### src/rtl/bus_timer_slave_pkg.sv
// Shared bus definitions: transfer modes, slot selects, timer register map.
// Optional feature macro used by this slice: TMR_PRESCALE_EN.
package bus_timer_slave_pkg;

  // Master transfer mode encodings (MmMOD)
  typedef enum logic [2:0] {
    MOD_IDLE      = 3'b000,
    MOD_BUSY      = 3'b001,
    MOD_LDADDR    = 3'b010,
    MOD_SEQADDR   = 3'b011,
    MOD_LDWRPADDR = 3'b110,
    MOD_WRPADDR   = 3'b111
  } mmmod_e;

  // Bus response FSM states
  typedef enum logic [1:0] {
    ST_IDLE,
    ST_WAIT,
    ST_RESP
  } bus_st_e;

  // Decoder slot constants
  localparam int unsigned SLOT_TIMER_BIT = 3;
  localparam logic [15:0] SLOT_TIMER     = 16'h0008;

  // Timer register offsets
  localparam logic [11:0] OFS_CTRL  = 12'h000;
  localparam logic [11:0] OFS_LOAD  = 12'h004;
  localparam logic [11:0] OFS_COUNT = 12'h008;
  localparam logic [11:0] OFS_STAT  = 12'h00C;
  localparam logic [11:0] OFS_PRESC = 12'h010;

  // CTRL bit positions
  localparam int unsigned CTRL_EN = 0;
  localparam int unsigned CTRL_IE = 1;

  // IDLE and BUSY are the only modes with bit 1 clear; all others move data
  function automatic logic is_xfer(input logic [2:0] mode);
    return mode[1];
  endfunction

endpackage

### src/rtl/bus_timer_slave_tmr_core.sv
// Timer core: LOAD, down-counter with auto-reload, EXP flag.
// TMR_PRESCALE_EN adds the PRESC register and a 16-bit prescaler.
module tmr_core (
  input  logic        i_clk,
  input  logic        i_rst_n,
  input  logic        i_en,
  input  logic        i_en_rise,
  input  logic        i_load_we,
  input  logic        i_w1c,
  input  logic [31:0] i_wdata,
`ifdef TMR_PRESCALE_EN
  input  logic        i_presc_we,
  output logic [15:0] o_presc,
`endif
  output logic [31:0] o_load,
  output logic [31:0] o_count,
  output logic        o_exp
);

  logic [31:0] r_load;
  logic [31:0] r_count;
  logic        r_exp;
  logic        w_tick;

`ifdef TMR_PRESCALE_EN
  logic [15:0] r_presc;
  logic [15:0] r_psc_cnt;

  // >= rather than == so that lowering PRESC mid-count still ticks promptly
  assign w_tick  = i_en & (r_psc_cnt >= r_presc);
  assign o_presc = r_presc;

  // Prescale terminal value register
  always_ff @(posedge i_clk) begin
    if (!i_rst_n)        r_presc <= '0;
    else if (i_presc_we) r_presc <= i_wdata[15:0];
  end

  // Prescaler counter: restarts on enable and after every tick
  always_ff @(posedge i_clk) begin
    if (!i_rst_n)                   r_psc_cnt <= '0;
    else if (i_en_rise || w_tick)   r_psc_cnt <= '0;
    else if (i_en)                  r_psc_cnt <= r_psc_cnt + 16'd1;
  end
`else
  assign w_tick = i_en;
`endif

  // Reload value register
  always_ff @(posedge i_clk) begin
    if (!i_rst_n)       r_load <= '0;
    else if (i_load_we) r_load <= i_wdata;
  end

  // Down-counter: copy LOAD on enable, auto-reload (old LOAD) on expiry
  always_ff @(posedge i_clk) begin
    if (!i_rst_n)         r_count <= '0;
    else if (i_en_rise)   r_count <= r_load;
    else if (w_tick) begin
      if (r_count == '0)  r_count <= r_load;
      else                r_count <= r_count - 32'd1;
    end
  end

  // Expiry flag: setting takes priority over write-one-to-clear
  always_ff @(posedge i_clk) begin
    if (!i_rst_n)                       r_exp <= 1'b0;
    else if (w_tick && r_count == '0)   r_exp <= 1'b1;
    else if (i_w1c)                     r_exp <= 1'b0;
  end

  assign o_load  = r_load;
  assign o_count = r_count;
  assign o_exp   = r_exp;

endmodule

### src/rtl/bus_timer_slave.sv
// Core-bus Timer slave: address/data phase FSM, register decode, timer core.
// TMR_PRESCALE_EN adds PRESC at offset 0x10 (otherwise 0x10 returns an error).
module bus_timer_slave #(
  parameter int unsigned WAIT_CYC   = 1,
  parameter int unsigned WRAP_BYTES = 16,
  parameter int unsigned SEL_BIT    = 3
) (
  input  logic        CLK,
  input  logic        nRST,
  input  logic [15:0] DxSEL,
  input  logic [31:0] MmADDR,
  input  logic [2:0]  MmMOD,
  input  logic        MmWR,
  input  logic [31:0] MmWDT,
  input  logic        BxRDY,
  output logic        MsRDY,
  output logic        MsERR,
  output logic [31:0] MsRDT,
  output logic        TmrIRQ
);
  import bus_timer_slave_pkg::*;

  localparam logic [2:0]  WAIT_INIT = (WAIT_CYC == 0) ? 3'd0 : 3'(WAIT_CYC - 1);
  localparam logic [11:0] WMASK     = 12'(WRAP_BYTES - 1);
`ifdef TMR_PRESCALE_EN
  localparam logic [11:0] OFS_LIMIT = 12'h014;
`else
  localparam logic [11:0] OFS_LIMIT = 12'h010;
`endif

  bus_st_e     r_state, w_state_nxt;
  logic [2:0]  r_wcnt, w_wcnt_nxt;
  logic [11:0] r_offset;
  logic        r_wr;
  logic [1:0]  r_ctrl;

  logic        w_accept;
  logic [11:0] w_seq, w_wrp;
  logic        w_err, w_commit;
  logic        w_ctrl_we, w_en_rise, w_load_we, w_w1c;
  logic [31:0] w_rdata, w_load, w_count;
  logic        w_exp;
  logic        w_unused_bits;

  assign w_unused_bits = ^{DxSEL, MmADDR[31:12]};

  assign w_accept = BxRDY & DxSEL[SEL_BIT] & is_xfer(MmMOD) & (r_state != ST_WAIT);
  assign w_seq    = r_offset + 12'd4;
  assign w_wrp    = (r_offset & ~WMASK) | (w_seq & WMASK);

  assign w_err    = (r_offset[1:0] != 2'b00) | (r_offset >= OFS_LIMIT)
                  | (r_wr & (r_offset == OFS_COUNT));
  assign w_commit = (r_state == ST_RESP) & r_wr & ~w_err;

  assign w_ctrl_we = w_commit & (r_offset == OFS_CTRL);
  assign w_en_rise = w_ctrl_we & MmWDT[CTRL_EN] & ~r_ctrl[CTRL_EN];
  assign w_load_we = w_commit & (r_offset == OFS_LOAD);
  assign w_w1c     = w_commit & (r_offset == OFS_STAT) & MmWDT[0];

  // Address-phase capture: offset update by transfer mode, direction
  always_ff @(posedge CLK) begin
    if (!nRST) begin
      r_offset <= '0;
      r_wr     <= 1'b0;
    end else if (w_accept) begin
      r_wr <= MmWR;
      unique case (MmMOD)
        MOD_SEQADDR: r_offset <= w_seq;
        MOD_WRPADDR: r_offset <= w_wrp;
        default:     r_offset <= MmADDR[11:0];
      endcase
    end
  end

  // FSM state and wait-state counter registers
  always_ff @(posedge CLK) begin
    if (!nRST) begin
      r_state <= ST_IDLE;
      r_wcnt  <= '0;
    end else begin
      r_state <= w_state_nxt;
      r_wcnt  <= w_wcnt_nxt;
    end
  end

  // Next-state: a new accept in IDLE or RESP opens a data phase
  always_comb begin
    w_state_nxt = r_state;
    w_wcnt_nxt  = r_wcnt;
    unique case (r_state)
      ST_IDLE, ST_RESP: begin
        if (w_accept) begin
          if (WAIT_CYC == 0) begin
            w_state_nxt = ST_RESP;
          end else begin
            w_state_nxt = ST_WAIT;
            w_wcnt_nxt  = WAIT_INIT;
          end
        end else begin
          w_state_nxt = ST_IDLE;
        end
      end
      ST_WAIT: begin
        if (r_wcnt == '0) w_state_nxt = ST_RESP;
        else              w_wcnt_nxt  = r_wcnt - 3'd1;
      end
      default: w_state_nxt = ST_IDLE;
    endcase
  end

  // CTRL register {IE, EN}
  always_ff @(posedge CLK) begin
    if (!nRST)          r_ctrl <= '0;
    else if (w_ctrl_we) r_ctrl <= MmWDT[1:0];
  end

`ifdef TMR_PRESCALE_EN
  logic        w_presc_we;
  logic [15:0] w_presc;
  assign w_presc_we = w_commit & (r_offset == OFS_PRESC);
`endif

  tmr_core u_tmr (
    .i_clk      (CLK),
    .i_rst_n    (nRST),
    .i_en       (r_ctrl[CTRL_EN]),
    .i_en_rise  (w_en_rise),
    .i_load_we  (w_load_we),
    .i_w1c      (w_w1c),
    .i_wdata    (MmWDT),
`ifdef TMR_PRESCALE_EN
    .i_presc_we (w_presc_we),
    .o_presc    (w_presc),
`endif
    .o_load     (w_load),
    .o_count    (w_count),
    .o_exp      (w_exp)
  );

  // Register read mux
  always_comb begin
    w_rdata = '0;
    unique case (r_offset)
      OFS_CTRL:  w_rdata = {30'd0, r_ctrl};
      OFS_LOAD:  w_rdata = w_load;
      OFS_COUNT: w_rdata = w_count;
      OFS_STAT:  w_rdata = {31'd0, w_exp};
`ifdef TMR_PRESCALE_EN
      OFS_PRESC: w_rdata = {16'd0, w_presc};
`endif
      default:   w_rdata = '0;
    endcase
  end

  // Bus response outputs: ready except in wait states, data/error only in RESP
  always_comb begin
    MsRDY  = (r_state != ST_WAIT);
    MsERR  = 1'b0;
    MsRDT  = '0;
    TmrIRQ = w_exp & r_ctrl[CTRL_IE];
    if (r_state == ST_RESP) begin
      MsERR = w_err;
      if (!r_wr && !w_err) MsRDT = w_rdata;
    end
  end

endmodule
### config.mk
export PLATFORM = sky130hd
export DESIGN_NAME = bus_timer_slave
export DESIGN_NICKNAME = d
export VERILOG_FILES = /design/src/rtl/bus_timer_slave_pkg.sv /design/src/rtl/bus_timer_slave_tmr_core.sv /design/src/rtl/bus_timer_slave.sv
export SDC_FILE = /design/constraint.sdc
export NUM_CORES = 1
export LEC_CHECK = 0
export CAP_MARGIN = 20
export CORE_MARGIN = 8
export CORE_UTILIZATION = 45
export DETAILED_ROUTE_END_ITERATION = 10
export PLACE_DENSITY = 0.79
export SLEW_MARGIN = 10
export SYNTH_ARGS = -nofsm -noshare
export SYNTH_HDL_FRONTEND = slang
export SYNTH_SLANG_ARGS = --single-unit
### constraint.sdc
create_clock -name CLK -period 2.6 [get_ports CLK]
set_clock_uncertainty 0.2 [all_clocks]
set_input_delay 0.52 -clock CLK [delete_from_list [all_inputs] [get_ports CLK]]
set_output_delay 0.52 -clock CLK [all_outputs]
set_load 0.01 [all_outputs]
==> impl_metrics.json, run 1 <==
{
  "vias": 5364,
  "die_area_um2": 14420,
  "required_ns": 1.88,
  "cap_violations": 0,
  "clockBufferDepth": 2,
  "fmax_ghz": 0.3265,
  "violations": "negative setup slack",
  "power_density_nw_per_um2": 396.4,
  "relSlewSlack_pct": 58.28,
  "power.leakage_nw": 2.632,
  "report.final.slew_viol_count": 0,
  "hold_viol": 0,
  "status": "finished with violations",
  "grt_pass1_vias": 5263,
  "cts_sinks": 85,
  "place.gp.congestion": 0.9279,
  "synth_area_leaders": "dfxtp_1 35%, mux2i_1 9.9%, nor2_1 8.1%",
  "synthXorXnorAreaFrac_pct": 0.1796,
  "synth_top_family_by_area": "simple AND/OR/NAND/NOR gates",
  "drive_gt1_share_pct": 21.51,
  "insertion_delay_ns": 0.37,
  "port_buffers": 86,
  "synth_fa_ha_area_share_pct": 2.053,
  "drtAntennaViolNets": 0,
  "synthSimpleGateAreaFrac_pct": 27.28,
  "n_antenna_cell": 0,
  "synth.avg_cell_area_um2": 7.839,
  "cp_max_fo": 15,
  "synth-seq-cells": 85,
  "ys_warn_count": 0,
  "wire_per_inst_um": 17.67,
  "fill_cells": 889,
  "chipWidth_um": 120.1,
  "hold_class": "reg -> reg",
  "grt_setup_unrepaired": "true",
  "start_util_pct": 45.58,
  "drtIter0Drc": 424,
  "crit_family": "simple AND/OR/NAND/NOR gates",
  "finalCritPeriodShare_pct": 117.8,
  "synth_compound_area_share_pct": 20.22,
  "cts-htree-levels": 3,
  "critPathBufInv": 3,
  "root_buffer": "clkbuf_8",
  "antenna_found_initial": 0,
  "yosys.area.top_type": "dfxtp_1",
  "synth_area_um2": 4876,
  "tns_ns": -15.28,
  "via_per_inst": 5.914,
  "finalSetupViolations": 65,
  "synth_nets": 717,
  "firstDrtPassIters": 5,
  "min_period_ns": 3.063,
  "dp_hpwl_mm": 10.77,
  "synth_cell_types": 55,
  "cts_tree": "yes",
  "synth_edf_count": 0,
  "criticalPathCategory": "reg -> out",
  "cp_slowest_cell": "or4_4",
  "synthMuxAreaShare_pct": 9.854,
  "slowest_delay_ns": 0.56,
  "grt_max_degree": 36,
  "synthCells": 622,
  "whs_ns": 0.2968,
  "clkTransAtPathRegs_ns": 0.09,
  "crit_chain": "or4_4, nor4_4, buf_4, and2_4, buf_12, a22oi_1, nor2_1, buf_2",
  "grt_pass1_wl_mm": 25.37,
  "cp.arrival_ns": 2.34,
  "die_h_um": 120.1,
  "critPathLaunchType": "flop",
  "core_area_um2": 10700,
  "yosys_most_used_dff": "dfxtp_1",
  "final_nets": 857,
  "num_rows": 38,
  "drcViolationCount": 0,
  "netlist.area_leader.share_pct": 34.90,
  "wl_mm": 16.02,
  "ys_seq_area_share_pct": 34.90,
  "grt.total_usage_pct": 21.15,
  "synthArstFlopShare_pct": 0,
  "vdd_drop_max_mv": 0.2284,
  "setup_ws_ns": -0.4629,
  "tightest_slew_ns": 0.6242,
  "ios": 122,
  "area_growth_pct": 37.98,
  "end_kind": "primary output",
  "numCtsBuffers": 9,
  "grt_remaining_overflow": 0
}
==> kinds of logic (layout without fill, tap and decap cells) <==
| family | count (synthesis) | after routing |
|---|---|---|
| and+or+nand+nor | 269 | 269 |
| AOI/OAI and AO/OA | 155 | 155 |
| DFF | 85 | 85 |
| buffers and inverters | 56 | 201 |
| muxes | 48 | 48 |
| adders and majority gates | 8 | 8 |
| xor gates and xnor gates | 1 | 1 |
==> Yosys cell counts (all sizes together), types with 5 or more instances <==
| cell | number |
|---|---|
| o21ai | 11 |
| and3 | 5 |
| nand2 | 50 |
| nor2 | 106 |
| nand3 | 17 |
| buf | 16 |
| a21oi | 57 |
| or4 | 6 |
| mux2i | 48 |
| nand2b | 7 |
| ha | 8 |
| dfxtp | 85 |
| nor3 | 23 |
| clkbuf | 28 |
| and2 | 7 |
| or3 | 9 |
| nor4 | 19 |
| inv | 12 |
| o22ai | 24 |
| a22oi | 37 |
==> registers in the layout, summed over array words and instances (netlist names) <==
| register | count |
|---|---|
| r_wr | 1 |
| r_state | 2 |
| u_tmr.o_count | 32 |
| r_offset | 12 |
| r_wcnt | 3 |
| r_ctrl | 2 |
| u_tmr.o_exp | 1 |
| u_tmr.o_load | 32 |
==> tightest hold or removal path, cell delays in order (launching register included) <==
cell and delay [ns]:
dfxtp_1 0.34, nand2_1 0.06, o22ai_1 0.06
==> stage by stage <==
step,utilization (%),instance area (um^2),std cells,setup slack [ns],power [W]
finish,62.89,6728,907,-0.4629,0.002667
global route,62.89,6728,907,-0.5897,0.002763
CTS,61.67,6598,899,-0.4524,0.002660
detailed placement,58.63,6272,871,-0.5090,0.001581
global placement,58.63,6272,871,-0.5078,0.001575
floorplan,-,4880,622,-0.01264,0.001446
==> layer usage <==
| layer | part of all wire, % | routed length [um] | GRT usage [%] |
|---|---|---|---|
| met3 | 6.5 | 1038 | 4.838 |
| met5 | 0 | 0 | 0 |
| met2 | 48 | 7727 | 34.89 |
| met4 | 2.6 | 419 | 8.509 |
| met1 | 43 | 6838 | 26.14 |
==> worst paths after layout <==
path / endpoint / cells past startpoint / from / slack (ns)
worst max-delay path: MsRDT[6] / 8 / r_offset[0] / -0.46
worst min-delay path: u_tmr.o_count[23] / 2 / u_tmr.o_count[23] / 0.30
worst max register to register: u_tmr.o_load[1] / 10 / r_offset[0] / -0.10
worst min register to register: u_tmr.o_count[23] / 2 / u_tmr.o_count[23] / 0.30
==> report_power, final <==
group	leakage (nW)	internal (W)	total (W)	switching, W
sequential	0.685	0.00131	0.00132	0.00000714
clock	0.116	0.000591	0.00107	0.000484
combinational	1.83	0.000152	0.000276	0.000124
total	2.63	0.00205	0.00267	0.000615
==> cells in the final DEF, fill, tap and decap left out, types with 12 or more instances in the layout <==
master and count:
nor4_1 15, nand2_1 49, inv_1 12, mux2i_1 48, a21oi_1 55, o22ai_1 24
nor2_1 104, buf_2 33, clkdlybuf4s50_1 53, a22oi_1 37, buf_4 68, nor3_1 20
dfxtp_1 85, nand3_1 17
==> layout make-up <==
class / instances / area [um^2] / share of cell area, %
timing repair buffer: 173 / 1556 / 23.14
multi-input combinational: 481 / 3024 / 44.95
clock inverter: 4 / 70.07 / 1.041
tap: 140 / 175.2 / 2.604
inverter: 12 / 45.04 / 0.6695
clock buffer: 12 / 155.1 / 2.306
sequential: 85 / 1702 / 25.29
==> repair_timing <==
item,in CTS,in global routing
hold buffers,0,0
pin swaps,3,3
buffers inserted,9,8
hold endpoints to repair,0,0
gates cloned,3,0
gates resized for setup,158,13
endpoints found under the setup margin,86,97
(Power assumes the default switching activity.)
==> run 2: changes to the inputs <==
Settings changed: CORE_MARGIN 8 to 1, CTS_CLUSTER_DIAMETER set to 30, TNS_END_PERCENT set to 10.
==> run 2 against run 1 <==
Effect of this change: the run still ends with negative setup slack left; critical path depth is the same; maximum frequency shrank 1.3%; register-to-register slack lost 0.04 ns; clock-buffer cell count shrank 1; sequential share of layout area grew 0.94 points; setup slack lost 0.039 ns; global-route usage grew 6.3 points; sequential power is essentially flat; highest routed layer unchanged.
==> impl_metrics.json, run 2 (synthesis gave the netlist of run 1 again) <==
{
  "report.final.slew_viol_count": 0,
  "relSlewSlack_pct": 60.27,
  "finalCritPeriodShare_pct": 119.3,
  "violations": "negative setup slack",
  "hold_end": "u_tmr.o_count[17]",
  "mostFrequentLayoutCells": "104 x nor2_1, 81 x dfxtp_1, 68 x buf_4",
  "slowest_delay_ns": 0.56,
  "min_period_ns": 3.102,
  "via_per_inst": 5.957,
  "cts_tree": "yes",
  "final_nets": 849,
  "setup_ws_ns": -0.5020,
  "place_area_um2": 6336,
  "drcViolationCount": 0,
  "cts_sinks": 85,
  "port_buffers": 86,
  "fmax_ghz": 0.3224,
  "grt_remaining_overflow": 0,
  "drtIter0Drc": 411,
  "r2r-end": "u_tmr.o_count[5]",
  "reg2regPathDepth": 10,
  "core_area_um2": 10420,
  "whs_path_depth": 2,
  "wire_per_inst_um": 17.26,
  "grt_pass1_wl_mm": 24.68,
  "tns_ns": -16.53,
  "area_growth_pct": 33.44,
  "start_util_pct": 46.81,
  "clkTransAtPathRegs_ns": 0.08,
  "grt_setup_unrepaired": "true",
  "finalSetupViolations": 80,
  "crit_chain": "or4_4, nor4_4, buf_4, and2_4, buf_12, a22oi_1, nor2_1, buf_2",
  "power_density_nw_per_um2": 386.8,
  "layout_commonest_cell": "nor2_1",
  "root_buffer": "clkbuf_8",
  "vdd_drop_max_mv": 0.3122,
  "crit_family": "simple AND/OR/NAND/NOR gates",
  "fill_cells": 914,
  "grt_max_degree": 28,
  "numCtsBuffers": 9,
  "cp_max_fo": 14,
  "final_cell_area_um2": 6506,
  "drtAntennaViolNets": 0,
  "critPathLaunchType": "flop",
  "end_kind": "primary output",
  "tightest_slew_ns": 0.5946,
  "vias": 5326,
  "firstDrtPassIters": 7,
  "cts-htree-levels": 3,
  "criticalPathCategory": "reg -> out",
  "antenna_found_initial": 0,
  "insertion_delay_ns": 0.36,
  "dp_hpwl_mm": 10.66,
  "cp.arrival_ns": 2.38,
  "pre_cts_ws_ns": -0.4973,
  "min_from": "u_tmr.o_count[17]",
  "critPathBufInv": 3,
  "chipWidth_um": 106.1,
  "status": "finished with violations",
  "clockBufferDepth": 2,
  "whs_ns": 0.3047,
  "place.gp.congestion": 0.9189,
  "hold_viol": 0,
  "r2r_slack_ns": -0.14,
  "die_area_um2": 11260,
  "ios": 122,
  "multiInputGateArea_um2": 2963,
  "grt_pass1_vias": 4986,
  "die_h_um": 106.1,
  "seq_area_um2": 1707,
  "cp_slowest_cell": "or4_4",
  "wl_mm": 15.43,
  "r2r-start": "r_offset[2]",
  "grt.total_usage_pct": 27.48,
  "num_rows": 37,
  "drive_gt1_share_pct": 20.45,
  "hold_class": "reg -> reg",
  "required_ns": 1.88,
  "n_antenna_cell": 0,
  "cap_violations": 0,
  "power.total_w": 0.002516,
  "power.leakage_nw": 2.543
}
[run 2: cell types whose count changed in the layout (fill, tap and decap cells not counted), sizes merged]
cell	before	now
clkbuf	12	11
clkinv	2	1
bufinv	2	1
buf	120	112
clkinvlp	0	2
[run 2: timing repair]
action                                  4_1_cts  5_1_grt
pin swaps                                     5        8
resized for setup                           142       17
hold buffers                                  0        0
endpoints found under the setup margin       90       97
gates cloned                                  1        0
buffers inserted                              2        1
[run 2: layout make-up]
class                      count  share of cell area [%]
clock buffer                  11                   2.019
sequential                    85                   26.23
inverter                      12                  0.6923
timing repair buffer         165                   22.13
clock inverter                 4                  0.7692
tap                          136                   2.615
multi-input combinational    481                   45.54
[run 2: report_power, final]
part | leakage (nW) | internal, W | switching (W)
Combinational | 1.77 | 0.000150 | 0.000122
Sequential | 0.687 | 0.00131 | 0.00000729
Clock | 0.0854 | 0.000439 | 0.000490
Total | 2.54 | 0.00190 | 0.000619
[run 2: layer usage]
layer  vias up  share of wire, %  GRT usage [%]
met4         0               2.8          11.01
met2       266                47          44.40
met1      2493                42          36.69
met5         -                 0              0
li1       2522                 -              -
met3        45               8.1          4.169
[run 2: worst max path at each step]
stage,start,end,slack [ns],cells past startpoint
after floorplan,r_offset[5],MsRDT[10],-0.01,6
after global placement,r_offset[5],MsRDT[25],-0.42,7
after detailed placement,r_offset[5],MsRDT[26],-0.50,7
after CTS,r_offset[0],MsRDT[29],-0.59,7
after global routing,r_offset[5],MsRDT[26],-0.61,8
final,r_offset[5],MsRDT[26],-0.50,8
[run 2: metrics by stage]
step                      utilization, %  std cells
after floorplan                        -        622
after global placement             60.83        875
after detailed placement           60.83        875
after CTS                          62.26        893
after global routing               62.46        894
final                              62.46        894
[run 2: worst register-to-register path: cells and delay by family, from the launching register on]
kind	cells	cell delay [ns]
and+or+nand+nor	4	0.97
DFF	1	0.39
muxes	1	0.21
adders and majority gates	1	0.26
AOI/OAI and AO/OA	1	0.11
buffers and inverters	3	0.49
==> run 3: changes to the inputs <==
Settings changed: ABC_AREA set to 1, CORE_UTILIZATION 45 to 47.
==> run 3 against run 2 <==
Effect of this change: the run still ends with negative setup slack left; utilization is 1.8 points higher; largest cell class unchanged; sequential share of layout area is 4.3 points lower; setup slack better by 0.20 ns; non-clock buffer count is 9 higher; sequential cell count stayed put; wire length is 21% higher; area after synthesis is 21% higher; die area is 15% higher; final cell count is 41% higher; clock power is 42% higher; combinational power is 39% higher; register-to-register slack better by 0.09 ns.
==> impl_metrics.json, run 3 <==
{
  "grt_pass1_wl_mm": 30.31,
  "drtAntennaViolNets": 0,
  "grt_pass1_vias": 6240,
  "slowest_delay_ns": 0.32,
  "tightest_slew_ns": 0.4721,
  "cp_max_fo": 8,
  "synthCells": 948,
  "relSlewSlack_pct": 68.41,
  "synth_area_um2": 5897,
  "drcViolationCount": 0,
  "synthArstFlopShare_pct": 0,
  "crit_chain": "nor2_2, nand2_2, nor2_4, inv_4, nor2_4, inv_1, nand4_1, nand3_4, buf_12, buf_8, a21oi_2, buf_2",
  "criticalPathCategory": "reg -> out",
  "start_util_pct": 48.69,
  "critPathLaunchType": "flop",
  "synth_cell_types": 37,
  "grt.total_usage_pct": 29.73,
  "setup_ws_ns": -0.3006,
  "wire_per_inst_um": 14.70,
  "chipWidth_um": 114.0,
  "root_buffer": "clkbuf_16",
  "via_per_inst": 5.262,
  "yosys.area.top_type": "dfxtp_1",
  "firstDrtPassIters": 5,
  "core_area_um2": 12110,
  "min_from": "r_wcnt[0]",
  "insertion_delay_ns": 0.35,
  "synth_nets": 1043,
  "n_antenna_cell": 0,
  "wl_mm": 18.60,
  "numCtsBuffers": 9,
  "status": "finished with violations",
  "grt_setup_unrepaired": "true",
  "num_rows": 40,
  "finalCritPeriodShare_pct": 111.6,
  "end_kind": "primary output",
  "p_switching_w": 0.0007400,
  "place.gp.congestion": 1.002,
  "layout_commonest_cell": "nand2_1",
  "vdd_drop_max_mv": 0.2654,
  "die_h_um": 114.0,
  "synth-seq-cells": 85,
  "cts_sinks": 85,
  "path_common_cell": "nor2_4",
  "antenna_found_initial": 0,
  "cts-htree-levels": 3,
  "die_area_um2": 13000,
  "netlist.area_leader.share_pct": 28.86,
  "grt_remaining_overflow": 0,
  "synth.avg_cell_area_um2": 6.220,
  "clkTransAtPathRegs_ns": 0.06,
  "drtIter0Drc": 528,
  "area_growth_pct": 31.93,
  "grt_max_degree": 38,
  "power_density_nw_per_um2": 387.6,
  "fmax_ghz": 0.3448,
  "whs_ns": 0.2558,
  "pre_cts_ws_ns": -0.2671,
  "dp_hpwl_mm": 12.62,
  "yosys_most_used_dff": "dfxtp_1",
  "cap_violations": 0,
  "p_seq_share_pct": 43.9,
  "crit_path_start": "r_offset[1]",
  "p_int_w": 0.002276,
  "cts_tree": "yes",
  "ys_seq_area_share_pct": 28.86,
  "min_period_ns": 2.901,
  "ys_warn_count": 0,
  "power.leakage_nw": 3.407,
  "clockBufferDepth": 2,
  "mostFrequentLayoutCells": "333 x nand2_1, 106 x nor2_1, 87 x inv_1",
  "finalSetupViolations": 35,
  "r2r-start": "r_offset[5]",
  "cp_slowest_cell": "dfxtp_1",
  "vias": 6657,
  "tns_ns": -7.775,
  "violations": "negative setup slack",
  "hold_viol": 0,
  "drive_gt1_share_pct": 21.06,
  "ys_top_cells_by_count": "333 x nand2_1, 112 x nor2_1, 88 x inv_1",
  "hold_class": "reg -> reg",
  "p_comb_share_pct": 12.5,
  "cp.arrival_ns": 2.18,
  "clkPwrFrac_pct": 43.6,
  "port_buffers": 86,
  "final_nets": 1187,
  "fill_cells": 1100,
  "synth_edf_count": 0,
  "required_ns": 1.88,
  "ios": 122,
  "report.final.slew_viol_count": 0,
  "synthMostInstantiatedCell": "nand2_1",
  "synth_area_leaders": "dfxtp_1 29%, nand2_1 21%, nor2_1 7.1%",
  "sw_frac_of_total_pct": 24.54,
  "power.total_w": 0.003016
}
==> run 3: cell types whose count changed after synthesis, sizes merged, moves of 22 or more <==
| cell | change |
|---|---|
| a22oi | -37 |
| o21ai | +26 |
| inv | +82 |
| mux2i | -48 |
| nor2 | +23 |
| a21oi | +22 |
| o22ai | -24 |
| nand2 | +291 |
==> run 3: stage by stage <==
stage	util, %	instances	cell area (um^2)
after global placement	59.60	1218	7218
after global routing	64.24	1265	7780
after CTS	63.65	1261	7709
after detailed placement	59.60	1218	7218
final	64.24	1265	7780
after floorplan	-	948	5897
==> run 3: path summary, 6_finish.rpt <==
kind | to | slack [ns] | cells past startpoint
setup / recovery | MsRDT[25] | -0.30 | 12
hold / removal | r_wcnt[0] | 0.26 | 1
setup reg to reg | u_tmr.o_count[5] | -0.05 | 19
hold reg to reg | r_wcnt[0] | 0.26 | 1
==> run 3: area by class of cell <==
type	count	area, um^2	area share (%)
tap	168	210.2	2.702
timing repair buffer	174	1484	19.07
clock buffer	13	250.2	3.216
multi-input combinational	728	3727	47.91
clock inverter	3	45.04	0.5790
sequential	85	1708	21.95
inverter	94	355.3	4.567
==> run 3: worst max-delay path, delay by kind of cell (launching register included) <==
kind	cells	cell delay, ns
AO/OA/AOI/OAI	1	0.12
buffers and inverters	5	0.60
flip-flops	1	0.32
AND/OR/NAND/NOR	6	0.77
==> run 3: routing by layer <==
layer | wire [um] | vias to the layer above | track usage, %
li1 | - | 3330 | -
met4 | 419 | 0 | 11.69
met1 | 8456 | 3033 | 40.18
met3 | 1172 | 35 | 4.198
met2 | 8548 | 259 | 47.80
met5 | 0 | - | 0
==> run 3: power groups by stage <==
stage	registers (W)	logic, W	clock network, W
floorplan	0.00135	0.000137	0
global placement	0.00135	0.000299	0
detailed placement	0.00135	0.000303	0
CTS	0.00132	0.000351	0.00133
global route	0.00132	0.000403	0.00138
finish	0.00132	0.000377	0.00132
==> run 3: repair_timing <==
action,in CTS,in global routing
endpoints found under the hold margin,0,0
buffers inserted,26,4
endpoints found under the setup margin,33,58
resized for setup,158,14
hold buffers,0,0
cloned,1,0
pin swaps,6,6
==> run 3: cells by family (layout without fill, tap and decap cells) <==
logic type	Yosys count	count (layout)	share of synthesized area [%]
XOR/XNOR	20	20	2.971
AO/OA/AOI/OAI	159	159	17.76
adder cells (fa/ha/maj)	8	8	1.698
AND/OR/NAND/NOR	541	541	38.87
flip-flops	85	85	28.86
buffers and inverters	135	284	9.845
